**config.mk**
```make
export PLATFORM = sky130hd
export DESIGN_NAME = interrupt_sequencer
export DESIGN_NICKNAME = d
export VERILOG_FILES = /design/src/rtl/interrupt_sequencer.sv
export SDC_FILE = /design/constraint.sdc
export NUM_CORES = 1
export LEC_CHECK = 0
export BUFFER_PORTS_ARGS = -buffer_cell sky130_fd_sc_hd__buf_2
export CAP_MARGIN = 20
export CORE_UTILIZATION = 25
export DETAILED_ROUTE_END_ITERATION = 8
export PLACE_DENSITY = 0.53
export SETUP_SLACK_MARGIN = 0.4
export SLEW_MARGIN = 20
export SYNTH_ARGS = -nofsm -noshare
export SYNTH_HDL_FRONTEND = slang
export SYNTH_SLANG_ARGS = --single-unit
export TNS_END_PERCENT = 20
```
**constraint.sdc**
```tcl
create_clock -name PHI0 -period 3.2 [get_ports PHI0]
set_input_delay 0 -clock PHI0 [delete_from_list [all_inputs] [get_ports PHI0]]
set_output_delay 0 -clock PHI0 [all_outputs]
set_load 0.05 [all_outputs]
```
**src/rtl/interrupt_sequencer.sv**
```systemverilog
// 6502-style interrupt sequencer: arbitrates RST/NMI/IRQ/BRK at instruction boundaries
// and steps the seven-cycle push/vector-fetch sequence with registered control outputs.
module interrupt_sequencer (
  input  logic       PHI0,
  input  logic       _RES,
  input  logic       _NMI,
  input  logic       _IRQ,
  input  logic       i_flag,
  input  logic       rdy,
  input  logic       sync,
  input  logic       brk_op,
  output logic       busy,
  output logic       force_brk,
  output logic       pc_inc_inhibit,
  output logic       push_pch,
  output logic       push_pcl,
  output logic       push_p,
  output logic       sp_dec,
  output logic       fetch_vec_lo,
  output logic       fetch_vec_hi,
  output logic       set_i,
  output logic       b_flag,
  output logic       int_done,
  output logic [2:0] vec_adl
);

  typedef enum logic [2:0] {S_T0, S_T1, S_T2, S_T3, S_T4, S_T5, S_T6, S_IDLE} state_t;
  typedef enum logic [1:0] {K_RST, K_NMI, K_IRQ, K_BRK} kind_t;

  state_t     r_state;
  kind_t      r_kind;
  logic       r_reset_pend, r_nmi_pend, r_nmi_s1, r_nmi_s2;
  logic       r_busy, r_force_brk, r_pc_inc_inhibit, r_push_pch, r_push_pcl, r_push_p;
  logic       r_sp_dec, r_fetch_vec_lo, r_fetch_vec_hi, r_set_i, r_b_flag, r_int_done;
  logic [2:0] r_vec_adl;

  logic       w_nmi_fall, w_use_nmi, w_req, w_not_rst;
  kind_t      w_req_kind;

  // A fall seen while in T4 still counts as pending for the vector choice at T5.
  assign w_nmi_fall = r_nmi_s2 & ~r_nmi_s1;
  assign w_use_nmi  = (r_state == S_T4) &&
                      ((r_kind == K_NMI) ||
                       (((r_kind == K_IRQ) || (r_kind == K_BRK)) && (r_nmi_pend || w_nmi_fall)));
  assign w_not_rst  = (r_kind != K_RST);

  always_comb begin
    w_req      = 1'b1;
    w_req_kind = K_BRK;
    if (r_reset_pend)          w_req_kind = K_RST;
    else if (r_nmi_pend)       w_req_kind = K_NMI;
    else if (~_IRQ & ~i_flag)  w_req_kind = K_IRQ;
    else if (!brk_op)          w_req      = 1'b0;
  end

  always_ff @(posedge PHI0 or negedge _RES) begin
    if (!_RES) begin
      r_nmi_s1   <= 1'b1;
      r_nmi_s2   <= 1'b1;
      r_nmi_pend <= 1'b0;
    end else begin
      r_nmi_s1 <= _NMI;
      r_nmi_s2 <= r_nmi_s1;
      if (w_use_nmi)       r_nmi_pend <= 1'b0;
      else if (w_nmi_fall) r_nmi_pend <= 1'b1;
    end
  end

  always_ff @(posedge PHI0 or negedge _RES) begin
    if (!_RES) begin
      r_state          <= S_IDLE;
      r_kind           <= K_RST;
      r_reset_pend     <= 1'b1;
      r_busy           <= 1'b0;
      r_force_brk      <= 1'b0;
      r_pc_inc_inhibit <= 1'b0;
      r_push_pch       <= 1'b0;
      r_push_pcl       <= 1'b0;
      r_push_p         <= 1'b0;
      r_sp_dec         <= 1'b0;
      r_fetch_vec_lo   <= 1'b0;
      r_fetch_vec_hi   <= 1'b0;
      r_set_i          <= 1'b0;
      r_b_flag         <= 1'b0;
      r_int_done       <= 1'b0;
      r_vec_adl        <= '0;
    end else begin
      case (r_state)
        S_IDLE: begin
          r_int_done <= 1'b0;
          if (sync && w_req) begin
            r_state          <= S_T0;
            r_kind           <= w_req_kind;
            r_force_brk      <= (w_req_kind != K_BRK);
            r_pc_inc_inhibit <= (w_req_kind != K_BRK);
            if (w_req_kind == K_RST) r_reset_pend <= 1'b0;
          end
        end
        S_T0: begin
          r_force_brk <= 1'b0;
          r_busy      <= 1'b1;
          r_state     <= S_T1;
        end
        S_T1: if (rdy) begin
          r_pc_inc_inhibit <= 1'b0;
          r_sp_dec         <= 1'b1;
          r_push_pch       <= w_not_rst;
          r_state          <= S_T2;
        end
        S_T2: begin
          r_push_pch <= 1'b0;
          r_push_pcl <= w_not_rst;
          r_state    <= S_T3;
        end
        S_T3: begin
          r_push_pcl <= 1'b0;
          r_push_p   <= w_not_rst;
          r_b_flag   <= (r_kind == K_BRK);
          r_state    <= S_T4;
        end
        S_T4: begin
          r_push_p       <= 1'b0;
          r_b_flag       <= 1'b0;
          r_sp_dec       <= 1'b0;
          r_fetch_vec_lo <= 1'b1;
          r_set_i        <= 1'b1;
          r_vec_adl      <= (r_kind == K_RST) ? 3'b100 : (w_use_nmi ? 3'b010 : 3'b110);
          r_state        <= S_T5;
        end
        S_T5: if (rdy) begin
          r_fetch_vec_lo <= 1'b0;
          r_set_i        <= 1'b0;
          r_fetch_vec_hi <= 1'b1;
          r_vec_adl      <= {r_vec_adl[2:1], 1'b1};
          r_state        <= S_T6;
        end
        S_T6: if (rdy) begin
          r_fetch_vec_hi <= 1'b0;
          r_vec_adl      <= '0;
          r_busy         <= 1'b0;
          r_int_done     <= 1'b1;
          r_state        <= S_IDLE;
        end
        default: r_state <= S_IDLE;
      endcase
    end
  end

  assign busy           = r_busy;
  assign force_brk      = r_force_brk;
  assign pc_inc_inhibit = r_pc_inc_inhibit;
  assign push_pch       = r_push_pch;
  assign push_pcl       = r_push_pcl;
  assign push_p         = r_push_p;
  assign sp_dec         = r_sp_dec;
  assign fetch_vec_lo   = r_fetch_vec_lo;
  assign fetch_vec_hi   = r_fetch_vec_hi;
  assign set_i          = r_set_i;
  assign b_flag         = r_b_flag;
  assign int_done       = r_int_done;
  assign vec_adl        = r_vec_adl;

endmodule

```
==> key figures <==
Synthesis
  • Ys async rst share: 100%
  • Simple-Gate Fraction of Synth Area: 16.5%
  • Seq/Total Area, Yosys: 52.7%
  • Number of synthesized flops with an enable pin: 0
  • Xor/xnor share of the synthesized area: 0%
  • Post-synthesis instance total: 105
  • Synthesized flop and latch total: 23
  • Synth Area per Inst: 10.5 um^2
  • Netlist Area Pre-Place: 1110 um^2
  • Complex-gate fraction of the synthesized area: 20.2%
  • Most used DFF post-synth: dfrtp_1
  • Post-Synth Adder-Cell Area: 0%
  • Yosys cell types: 42
  • Largest family of logic cells by synthesized area: compound AO/OA/AOI/OAI gates
  • Multiplexer share of the synthesized area: 4.18%
  • Ys Warns: 0
  • Post-synthesis net count: 113

GRT
  • GRT Residual Overflow: 0
  • Initial antenna violation count: 0
  • Largest net degree at the start of global routing: 24
  • Vias in the first global route: 854
  • Most used routing layer: met2
  • Met1 Use GR: 15.7%
  • Global-route wire length before repair: 4020 um
  • GRT Util Overall: 11.8%
  • Met3 usage: 3.62%
  • Met2 Track Usage GR: 17.5%

CTS
  • CTS Buf Count: 3
  • Clk slew on worst S/H paths: 0.08 ns
  • Clock Path Buffers: 2
  • Max H-tree Level: 1
  • Clk sinks: 23
  • Postcts setup bufs: 0
  • Clk root buf: clkbuf_8
  • Skew-Pair Late Insertion Delay: 0.26 ns
  • CTS tree: done
  • Hold_buf cts: 2
  • CTS resizes: 0

Worst setup path
  • CP required: 3.35 ns
  • FF-to-FF End: r_nmi_pend
  • Critical-path top delay cell: dfstp_2
  • Crit start category: flip-flop
  • Worst endpoint data arrival time: 1.73 ns
  • Reg2reg path depth: 3
  • Critical path endpoint category: flip-flop
  • R2r setup slk: 1.62 ns
  • Max incr delay on CP: 0.71 ns
  • RR Startpoint: r_state[2]
  • Critical path class: reg -> reg
  • CP Max Fanout: 19
  • Crit path cell chain: or3b_2, nor2_1, a21oi_1

Routing
  • Vias/cell: 4.71
  • Initial DRC count: 58
  • Total wire length: 2320 um
  • DRT Pass-1 Iters: 4
  • Routed vias: 825
  • Avg WL per Cell: 13.2 um
  • # DRC: 0
  • Routed Antenna Nets: 0

Flow run
  • Max-cap check violation count: 0

Floorplan
  • Die Area: 4700 um^2
  • FP Rows: 23
  • Die height: 68.6 um
  • Initial Util: 26.9%
  • Die X: 68.6 um
  • Core Area: 4120 um^2
  • Num ports: 23

Timing
  • # setup viols final: 0
  • Aggregate negative setup slack: 0 ns
  • Max-slew headroom: 65.3%
  • Worst-margin pin slew: 0.521 ns
  • Pins over their slew limit: 0
  • Tmin final: 1.58 ns
  • RSZ-0062 raised after global routing: no
  • Fmax: 0.634 GHz
  • Hold Fails Final Rpt: 0
  • Final Cycle Share: 49.3%
  • Setup Skew: 0.00225 ns

Min path
  • Worst Hold Class: in -> reg
  • Hold depth: 3
  • Hold path endpoint: int_done
  • Min-delay src: rdy

Final layout
  • Most frequent cells in the layout: buf_2, dfrtp_1, nor2_1, a21oi_1
  • Final net count: 134
  • Commonest non-fill, non-tap cell in the layout: buf_2
  • ANT cells: 0
  • Layout cell share with drive strength beyond 1: 30.4%
  • Area Growth Syn to Fin: 17.1%

Place
  • Port bufs: 22
  • Final Wtd Congestion: 0.768
  • Post-DP HPWL: 1680 um

Outcome
  • Status: completed
-- through the flow --
step           cell area [um^2]  util [%]  std cells  setup WS [ns]  hold WS, ns
2_1_floorplan              1110         -        105           1.78       -0.296
3_3_place_gp               1230      29.9        169           1.69     0.000624
3_5_place_dp               1230      29.9        169           1.64      0.00919
4_1_cts                    1300      31.5        175           1.63       0.0920
5_1_grt                    1300      31.5        175           1.51        0.107
6_report                   1300      31.5        175           1.62        0.106
-- area by class of cell --
cell class	instances	area, um^2
clock buffer	4	45.0
tap	50	62.6
inverter	6	22.5
multi-input combinational	68	453
fill	429	2820
sequential	23	583
timing repair buffer	24	130
-- cell usage after synthesis (2+ instances only) --
master	instances	area (um^2)
o21ai_0	4	20.0
nor2_1	11	41.3
dfstp_2	6	158
nor3_1	2	10.0
nand2b_1	3	18.8
a21o_1	3	22.5
a21oi_1	9	45.0
mux2i_1	2	20.0
buf_2	6	30.0
nand2_1	3	11.3
dfrtp_1	17	425
nor2b_1	4	25.0
inv_1	6	22.5
-- flip-flops by register name (all words and copies together), names as in the netlist --
signal / flops
pc_inc_inhibit: 1
force_brk: 1
b_flag: 1
busy: 1
fetch_vec_hi: 1
sp_dec: 1
push_pch: 1
r_nmi_pend: 1
r_reset_pend: 1
push_p: 1
r_state: 3
r_kind: 2
r_nmi_s1: 1
r_nmi_s2: 1
vec_adl: 3
set_i: 1
int_done: 1
push_pcl: 1
-- logic make-up (layout without fill, tap and decap cells) --
kind of cell,count (synthesis),in the layout
mux,4,4
simple gates,33,33
buf+inv,14,34
flops,23,23
compound gates,31,31
-- per-layer routing --
metal | up-vias | routed length, um | share of wire, %
li1 | 413 | - | -
met1 | 386 | 1170 | 51
met2 | 21 | 982 | 42
met3 | 5 | 124 | 5.4
met4 | 0 | 36 | 1.6
met5 | - | 0 | 0
-- worst max path at each step --
| stage | startpoint | end | cells past startpoint |
|---|---|---|---|
| finish | r_state[2] | r_nmi_pend | 3 |
| global placement | r_state[2] | r_nmi_pend | 3 |
| CTS | r_state[2] | r_nmi_pend | 3 |
| global route | r_state[2] | r_nmi_pend | 3 |
| detailed placement | r_state[2] | r_nmi_pend | 3 |
| floorplan | r_state[2] | sp_dec | 3 |
-- critical path: cells and delay by family (launching register included) --
kind	cells	cell delay (ns)
and+or+nand+nor	2	0.69
DFF	1	0.71
AOI/OAI and AO/OA	1	0.07
Power is left out: the tool's default activity adds up to more than one toggle a clock period on the data nets, which glitch-free logic cannot reach.
